### config.mk
export PLATFORM = sky130hd
export DESIGN_NAME = banded_sw_accelerator
export DESIGN_NICKNAME = d
export VERILOG_FILES = /design/src/rtl/banded_sw_accelerator.sv
export SDC_FILE = /design/constraint.sdc
export NUM_CORES = 2
export LEC_CHECK = 0
export CAP_MARGIN = 30
export CORE_MARGIN = 5
export CORE_UTILIZATION = 35
export DETAILED_ROUTE_END_ITERATION = 10
export HOLD_SLACK_MARGIN = 0.15
export PLACE_DENSITY = 0.54
export RECOVER_POWER = 100
export SYNTH_ARGS = -nofsm -noshare
export SYNTH_HDL_FRONTEND = slang
export SYNTH_SLANG_ARGS = --single-unit
### constraint.sdc
create_clock -name clk -period 13.4 [get_ports clk]
set_clock_uncertainty 0.15 [all_clocks]
set_input_delay 2.68 -clock clk [delete_from_list [all_inputs] [get_ports clk]]
set_output_delay 2.68 -clock clk [all_outputs]
set_load 0.02 [all_outputs]
### src/rtl/banded_sw_accelerator.sv
// Banded Smith-Waterman aligner for two 8-base DNA sequences: fills the scoring band,
// traces back from the best cell and presents the gapped alignment in forward order.
module banded_sw_accelerator (
  input  logic        clk,
  input  logic        start,
  input  logic [23:0] R,
  input  logic [23:0] Q,
  output logic [29:0] R_aligned,
  output logic [29:0] Q_aligned,
  output logic        ready
);
  localparam int unsigned LEN    = 8;
  localparam int unsigned BAND   = 2;
  localparam int unsigned MAXCOL = 10;
  localparam int unsigned SYM_W  = 3;
  localparam int unsigned IDX_W  = 4;
  localparam int unsigned SC_W   = 6;
  localparam int unsigned CNT_W  = 4;
  localparam int unsigned OUT_W  = MAXCOL * SYM_W;

  localparam logic signed [SC_W-1:0] MATCH    = 6'sd2;
  localparam logic signed [SC_W-1:0] MISMATCH = -6'sd1;
  localparam logic signed [SC_W-1:0] GAP      = -6'sd1;
  localparam logic [SYM_W-1:0]       GAP_SYM  = 3'b111;

  typedef enum logic [2:0] {IDLE, LOAD, FILL, TRACE, DONE} state_t;

  state_t                 state;
  logic signed [SC_W-1:0] h [0:LEN][0:LEN];
  logic [SYM_W-1:0]       r_b [0:LEN];
  logic [SYM_W-1:0]       q_b [0:LEN];
  logic [IDX_W-1:0]       fi, fj, ti, tj, bi, bj;
  logic signed [SC_W-1:0] best;
  logic [CNT_W-1:0]       ncol;
  logic [OUT_W-1:0]       r_buf, q_buf;

  logic signed [SC_W-1:0] cell_c, cur_c, tdiag_c, tup_c;
  logic signed [SC_W-1:0] fdiag_c, fup_c, fleft_c;
  logic                   take_best_c;

  function automatic logic signed [SC_W-1:0] subst(input logic [SYM_W-1:0] a,
                                                    input logic [SYM_W-1:0] b);
    // Only real bases (A,C,G,T) can match; pad and illegal codes always mismatch
    subst = ((a == b) && (a != '0) && (a <= 3'd4)) ? MATCH : MISMATCH;
  endfunction

  function automatic logic [IDX_W-1:0] dec(input logic [IDX_W-1:0] x);
    dec = (x == '0) ? '0 : x - IDX_W'(1);
  endfunction

  function automatic logic [IDX_W-1:0] row_first(input logic [IDX_W-1:0] i);
    row_first = (i > IDX_W'(BAND)) ? i - IDX_W'(BAND) : IDX_W'(1);
  endfunction

  function automatic logic [IDX_W-1:0] row_last(input logic [IDX_W-1:0] i);
    row_last = (i < IDX_W'(LEN - BAND)) ? i + IDX_W'(BAND) : IDX_W'(LEN);
  endfunction

  // Cell score for the fill position and predecessor candidates for the trace position
  always_comb begin
    cell_c      = '0;
    fdiag_c     = h[dec(fi)][dec(fj)] + subst(r_b[fi], q_b[fj]);
    fup_c       = h[dec(fi)][fj] + GAP;
    fleft_c     = h[fi][dec(fj)] + GAP;
    if (fdiag_c > cell_c) cell_c = fdiag_c;
    if (fup_c   > cell_c) cell_c = fup_c;
    if (fleft_c > cell_c) cell_c = fleft_c;
    take_best_c = (cell_c > best);
    cur_c       = h[ti][tj];
    tdiag_c     = h[dec(ti)][dec(tj)] + subst(r_b[ti], q_b[tj]);
    tup_c       = h[dec(ti)][tj] + GAP;
  end

  always_ff @(posedge clk) begin
    if (start) begin
      state     <= IDLE;
      ready     <= 1'b0;
      R_aligned <= '0;
      Q_aligned <= '0;
      fi        <= '0;
      fj        <= '0;
      ti        <= '0;
      tj        <= '0;
      bi        <= '0;
      bj        <= '0;
      best      <= '0;
      ncol      <= '0;
      r_buf     <= '0;
      q_buf     <= '0;
      for (int a = 0; a <= LEN; a++) begin
        r_b[a] <= '0;
        q_b[a] <= '0;
        for (int b = 0; b <= LEN; b++) h[a][b] <= '0;
      end
    end else begin
      case (state)
        IDLE: begin
          for (int k = 1; k <= LEN; k++) begin
            r_b[k] <= R[(LEN-k)*SYM_W +: SYM_W];
            q_b[k] <= Q[(LEN-k)*SYM_W +: SYM_W];
          end
          state <= LOAD;
        end
        LOAD: begin
          fi    <= IDX_W'(1);
          fj    <= IDX_W'(1);
          bi    <= IDX_W'(1);
          bj    <= IDX_W'(1);
          best  <= '0;
          ncol  <= '0;
          r_buf <= '0;
          q_buf <= '0;
          state <= FILL;
        end
        FILL: begin
          h[fi][fj] <= cell_c;
          if (take_best_c) begin
            best <= cell_c;
            bi   <= fi;
            bj   <= fj;
          end
          if (fj == row_last(fi)) begin
            if (fi == IDX_W'(LEN)) begin
              ti    <= take_best_c ? fi : bi;
              tj    <= take_best_c ? fj : bj;
              state <= TRACE;
            end else begin
              fi <= fi + IDX_W'(1);
              fj <= row_first(fi + IDX_W'(1));
            end
          end else begin
            fj <= fj + IDX_W'(1);
          end
        end
        TRACE: begin
          if ((cur_c == '0) || (ncol == CNT_W'(MAXCOL))) begin
            R_aligned <= r_buf;
            Q_aligned <= q_buf;
            ready     <= 1'b1;
            state     <= DONE;
          end else begin
            // Columns arrive last-first, so shifting in at the top leaves them in forward order
            ncol <= ncol + CNT_W'(1);
            if (cur_c == tdiag_c) begin
              r_buf <= {r_b[ti], r_buf[OUT_W-1:SYM_W]};
              q_buf <= {q_b[tj], q_buf[OUT_W-1:SYM_W]};
              ti    <= dec(ti);
              tj    <= dec(tj);
            end else if (cur_c == tup_c) begin
              r_buf <= {r_b[ti], r_buf[OUT_W-1:SYM_W]};
              q_buf <= {GAP_SYM, q_buf[OUT_W-1:SYM_W]};
              ti    <= dec(ti);
            end else begin
              r_buf <= {GAP_SYM, r_buf[OUT_W-1:SYM_W]};
              q_buf <= {q_b[tj], q_buf[OUT_W-1:SYM_W]};
              tj    <= dec(tj);
            end
          end
        end
        DONE: state <= DONE;
        default: state <= IDLE;
      endcase
    end
  end

endmodule

## Yosys cells after proc, flatten, opt, wreduce, memory -nomap -nowiden

Memories as Yosys holds them, arrays and structs flattened. A register that Yosys moved wholly into a read port is not among the register bits.
Cells that the tools add are included.

- Add/sub/neg operators: 14
- Multiply operators: 0
- Divide/modulo/power cells: 0
- Order comparisons: 13
- Equal/unequal tests: 20
- Shift-type cells: 0
- Multiplexer cells: 108
- Bitwise operators: 20
- Reductions and logical operators: 26

Operators by type and width:

| kind | count |
|---|---|
| $mux W30 | 6 |
| $mux W54 | 3 |
| $bmux W6 S4 | 6 |
| $mux W4 | 36 |
| $pmux W30 S2 | 2 |
| $mux W6 | 19 |
| $mux W3 | 19 |
| $pmux W4 S2 | 7 |
| $reduce_or A54 Y1 | 1 |
| $demux W6 S4 | 1 |
| $ge A5 B5 Y1 const B | 4 |
| $not A4 Y5 | 4 |
| $add A6 B1 Y6 const B | 3 |
| $gt A6 B6 Y1 | 3 |
| $logic_not A4 Y1 | 4 |
| $or A1 B1 Y1 | 16 |
| $sub A4 B1 Y4 const B | 4 |
| $pmux W3 S5 | 1 |
| $add A4 B1 Y4 const B | 3 |
| $add A6 B6 Y6 | 2 |
| $eq A6 B6 Y1 | 2 |
| $ne A2 B2 Y1 const B | 6 |
| $pmux W6 S2 | 1 |
| $reduce_and A5 Y1 | 2 |
| 23 further kinds | 46 |

- Flip-flop bits (word level): 158
- Latch bits: 0
- Bits in writable memories: 540
- ROM bits: 0
- Input bits: 50
- Output and inout port bits: 61
- Logic and storage cells: 218
- Memories: 3

Memory list:

| memory | words | bits a word | read ports | clocked after memory_dff | wr ports | line | RTL |
|---|---|---|---|---|---|---|---|
| h | 9 | 54 | 4 | 2 | 9 | 29 | `logic signed [SC_W-1:0] h [0:LEN][0:LEN];` |
| q_b | 9 | 3 | 2 | 2 | 9 | 31 | `logic [SYM_W-1:0] q_b [0:LEN];` |
| r_b | 9 | 3 | 2 | 2 | 9 | 30 | `logic [SYM_W-1:0] r_b [0:LEN];` |

## Logic depth before layout (Yosys ltp)

- Depth after elaboration: 20
- Mapped depth: 70
- Gate-level depth less buffers: 57

## Least setup slack after synthesis

OpenSTA, ideal clock, no wires.

- Kind: register to register
- Start point: register fi[0]
- End point: register with a tool-made name
- Setup time: 0.128 ns
- Arrival: 11.769 ns
- Data required time: 13.122 ns
- Path slack: 1.354 ns
- Cell stages (with the launch flop): 65
- Buffers on the path: 13
- Clock period less this slack: 12.046 ns
- Path through: dfxtp_1 > buf_2 > inv_2 > buf_2 > buf_2 > buf_2 > buf_1 > ha_1 > buf_2 > nor2_1 > nor2_1 > buf_2 > buf_4 > buf_2 > buf_1 > mux2i_1 > o21ai_1 > a32o_1 > [... 29 more ...] > a21o_1 > o31ai_2 > buf_2 > buf_4 > inv_2 > ha_1 > nor2b_1 > o21a_1 > o21ai_0 > nand2b_1 > a211oi_1 > a31oi_1 > a21oi_1 > clkbuf_1 > o21ai_0 > a21oi_1 > nor2_1 > mux2_1

RTL lines:

| item | line | RTL |
|---|---|---|
| from (decl) | 32 | `logic [IDX_W-1:0] fi, fj, ti, tj, bi, bj;` |
| from (signal assigned) | 128 | `fi <= fi + IDX_W'(1);` |

==> summary.md <==
| Metric | Value |
|---|---|
| Status | `finished, violations left` |
| Failing checks | `capacitance limit, slew limit` |
| Clock Tree Root | `clkbuf_16` |
| Least-Margin Pin Slew | `3.716 ns` |
| H-tree depth | `4` |
| DRC | `0` |
| Worst Path Arrival | `13.52 ns` |
| Synthesized Nets | `6652` |
| Leakage | `26.76 nW` |
| EDFF count, synth | `912` |
| Final nets | `around 6500` |
| Antenna violation net count after detailed routing | `0` |
| Initial Utilization | `35.19%` |
| Yosys top cell area share | `37.10%` |
| Synth Instances | `6557` |
| Max stage delay cell, worst path | `nor2_2` |
| CTS max path bufs | `3` |
| RSZ-0062 raised after global routing | `no` |
| Vias per cell | `7.476` |
| Hold Crit Class | `flip-flop to flip-flop` |
| Ratio of cells with drive above 1 in the final layout | `19.09%` |
| Worst VDD drop | `~0.91 mV` |
| Area of the die | `220200 um2` |
| Worst-Skew Late Latency | `0.85 ns` |
| Hold WS | `0.3042 ns` |
| CP endpoint kind | `flip-flop` |
| Number of port buffers | `between 100 and 150` |
| Ys flop type | `edfxtp_1` |
| Storage cell area | `30910 um2` |
| Initial DRC Count | `around 14000` |
| Setup CP Type | `flip-flop to flip-flop` |
| Data required, critical path | `13.83 ns` |
| Cell accounting for the most synthesized area | `edfxtp_1` |
| Routing usage on met3 | `approximately a fifth` |
| HPWL Detailed | `304300 um` |
| Drt first pass iters | `8` |
| CTS tree | `done` |
| Max Cap Viol | `22` |
| Cell Area, Synth | `73820 um2` |
| Sequential fraction of the synthesis area | `41.82%` |
| Fill count | `20283` |
| Vias in the first global route | `63193` |
| Antenna violations before repair | `51` |
| Total gr overflow | `0` |
| Avg Inst Size Synth | `11.26 um2` |
| Most Crowded Layer GR | `met2` |
| Met2 usage | `about half` |
| Unique cell type count in the Yosys netlist | `118` |
| Seq cells post-synth | `1086` |
| PwrDens | `221.1 nW/um2` |
| CP bufs+invs | `7` |
| Fin crit period | `13.09 ns` |
| Final std cells w/o fill | `9401` |
| Die Y | `between 400 and 500 um` |
| Clock Sinks | `1086` |
| Inst Count DP | `9113` |
| Max stage delay on crit path | `1.08 ns` |
| Chip width | `469.2 um` |
| Startpoint types | `flip-flop` |
| Worst Path Max Fanout | `37` |
| Synth warn | `0` |
| Drt wl/cell | `approximately 46 um` |
| Final Cycle Share | `97.70%` |
| Cell family with most CP delay | `simple AND/OR/NAND/NOR gates` |
| Final Wtd Congestion | `between 1 and 1.5` |
| CTS buffer count | `130` |
| Syn-to-layout area delta | `11.06%` |
| Commonest cells after routing, fill and taps aside | `edfxtp_1, nor2_1, mux4_2` |
| Fin. Hold Viols | `0` |
| Routed via count | `70278` |
| CTS Hold Buffers Added | `0` |
| Post-synth ARST share | `0%` |
| Core area | `approximately 210000 um2` |
| Setup TNS | `0 ns` |
| Commonest non-fill, non-tap cell in the layout | `edfxtp_1` |
| Detailed Route WL | `between 400000 and 500000 um` |
| Total GRT Usage | `37.38%` |
| Clock transition at path regs | `0.07 ns` |
| Multi-input combinational cell area | `39400 um2` |
| M1 GR Usage | `a little under half` |
| Max-slew headroom | `-147.7%` |
| Slew Limit Fails | `585` |
| Global-route wire length before repair | `572800 um` |
| # setup viols final | `0` |
| Rows | `roughly 170` |
| I/O pins | `111` |
| Largest net degree at the start of global routing | `112` |
| Top cells by area, synth | `edfxtp_1, mux4_2, dfxtp_1` |
| Fmax | `roughly 0.076 GHz` |
==> logic make-up after synthesis <==
logic type	after synthesis	share of synthesized area (%)
XOR/XNOR	35	0.4746
multiplexers	899	22.16
AND/OR/NAND/NOR	1940	12.85
other	1	0.005080
flip-flops	1086	41.82
buffers and inverters	737	4.799
AO/OA/AOI/OAI	1814	17.12
adder cells (fa/ha/maj)	45	0.7628
==> through the flow <==
stage               area [um2]  utilization [%]  worst slack, ns  power (mW)
floorplan                73820                -            1.354       10.34
global placement         77910            37.14           0.4673       14.44
detailed placement       78130            37.25           0.8992       14.37
CTS                      82340            39.25           0.8614       17.95
global route             81860            39.02         0.009661       18.39
finish                   81980            39.08           0.3076       18.13
==> final timing paths <==
| kind | to | startpoint | slack (ns) | cells after the start |
|---|---|---|---|---|
| worst max register to register | h[10][42]$_DFFE_PP_ | fi[1]$_SDFFE_PP0P_ | 0.31 | 44 |
| worst min-delay path | ready$_SDFFE_PP0P_ | ready$_SDFFE_PP0P_ | 0.30 | 2 |
| worst min register to register | ready$_SDFFE_PP0P_ | ready$_SDFFE_PP0P_ | 0.30 | 2 |
| worst max-delay path | h[10][42]$_DFFE_PP_ | fi[1]$_SDFFE_PP0P_ | 0.31 | 44 |
==> layout make-up <==
type / instances / area share [%]
diodes: 49 / 0.1496
clock buffers: 159 / 4.215
inverters: 83 / 0.3999
repair buffers: 414 / 4.281
multi-input cells: 4734 / 48.05
flip-flops and latches: 1086 / 37.71
well taps: 2805 / 4.281
clock inverters: 71 / 0.9127
==> cells in the mapped netlist, types with 32 or more instances <==
library cell	number
a211oi_1	56
o21a_1	35
mux2i_1	244
and2_1	82
edfxtp_1	912
a31oi_1	54
nor2_1	666
nor2b_1	72
nor3_2	59
a32oi_1	41
a211o_1	32
buf_1	46
o22ai_1	105
a221oi_1	119
o211ai_1	73
mux4_2	581
clkbuf_1	265
a221o_1	47
nand3_1	182
nand2b_1	177
mux2_2	71
inv_1	71
dfxtp_1	174
buf_4	56
nor3_1	180
o221ai_1	48
a21oi_1	393
ha_1	45
nand2_1	364
a21o_1	59
o21ai_0	330
a22oi_1	63
buf_2	257
==> sequential cells by signal (all words and copies together) (netlist names), named ones only <==
signal and flops:
Q_aligned 30, R_aligned 30, best 6, bi 4
bj 4, fi 4, fj 4, h 864
ncol 4, q_b 24, q_buf 30, r_b 24
r_buf 30, ready 1, state 3, ti 4
tj 4
==> power breakdown <==
group | total [mW] | leakage [nW] | switching [mW] | internal (mW)
Combinational | 10.3 | 14.0 | 7.65 | 2.68
Clock | 3.57 | 2.03 | 1.56 | 2.01
Sequential | 4.22 | 10.8 | 0.290 | 3.93
Total | 18.1 | 26.8 | 9.50 | 8.63
==> tightest hold or removal path, delay by kind of cell (launching register included) <==
kind | cells | cell delay (ns)
compound gates | 1 | 0.05
buf+inv | 1 | 0.05
flops | 1 | 0.31
==> timing repair <==
item                       in CTS  in global routing
setup endpoints to repair       0                  2
gates resized for setup         0                  0
buffers inserted                0                  0
==> layer usage <==
layer,routed length (um),vias up
met2,167000,7359
met3,70620,1960
met5,352,-
li1,-,25958
met4,38840,35
met1,153500,34966
Note: power is estimated with default switching activity, not from simulation.
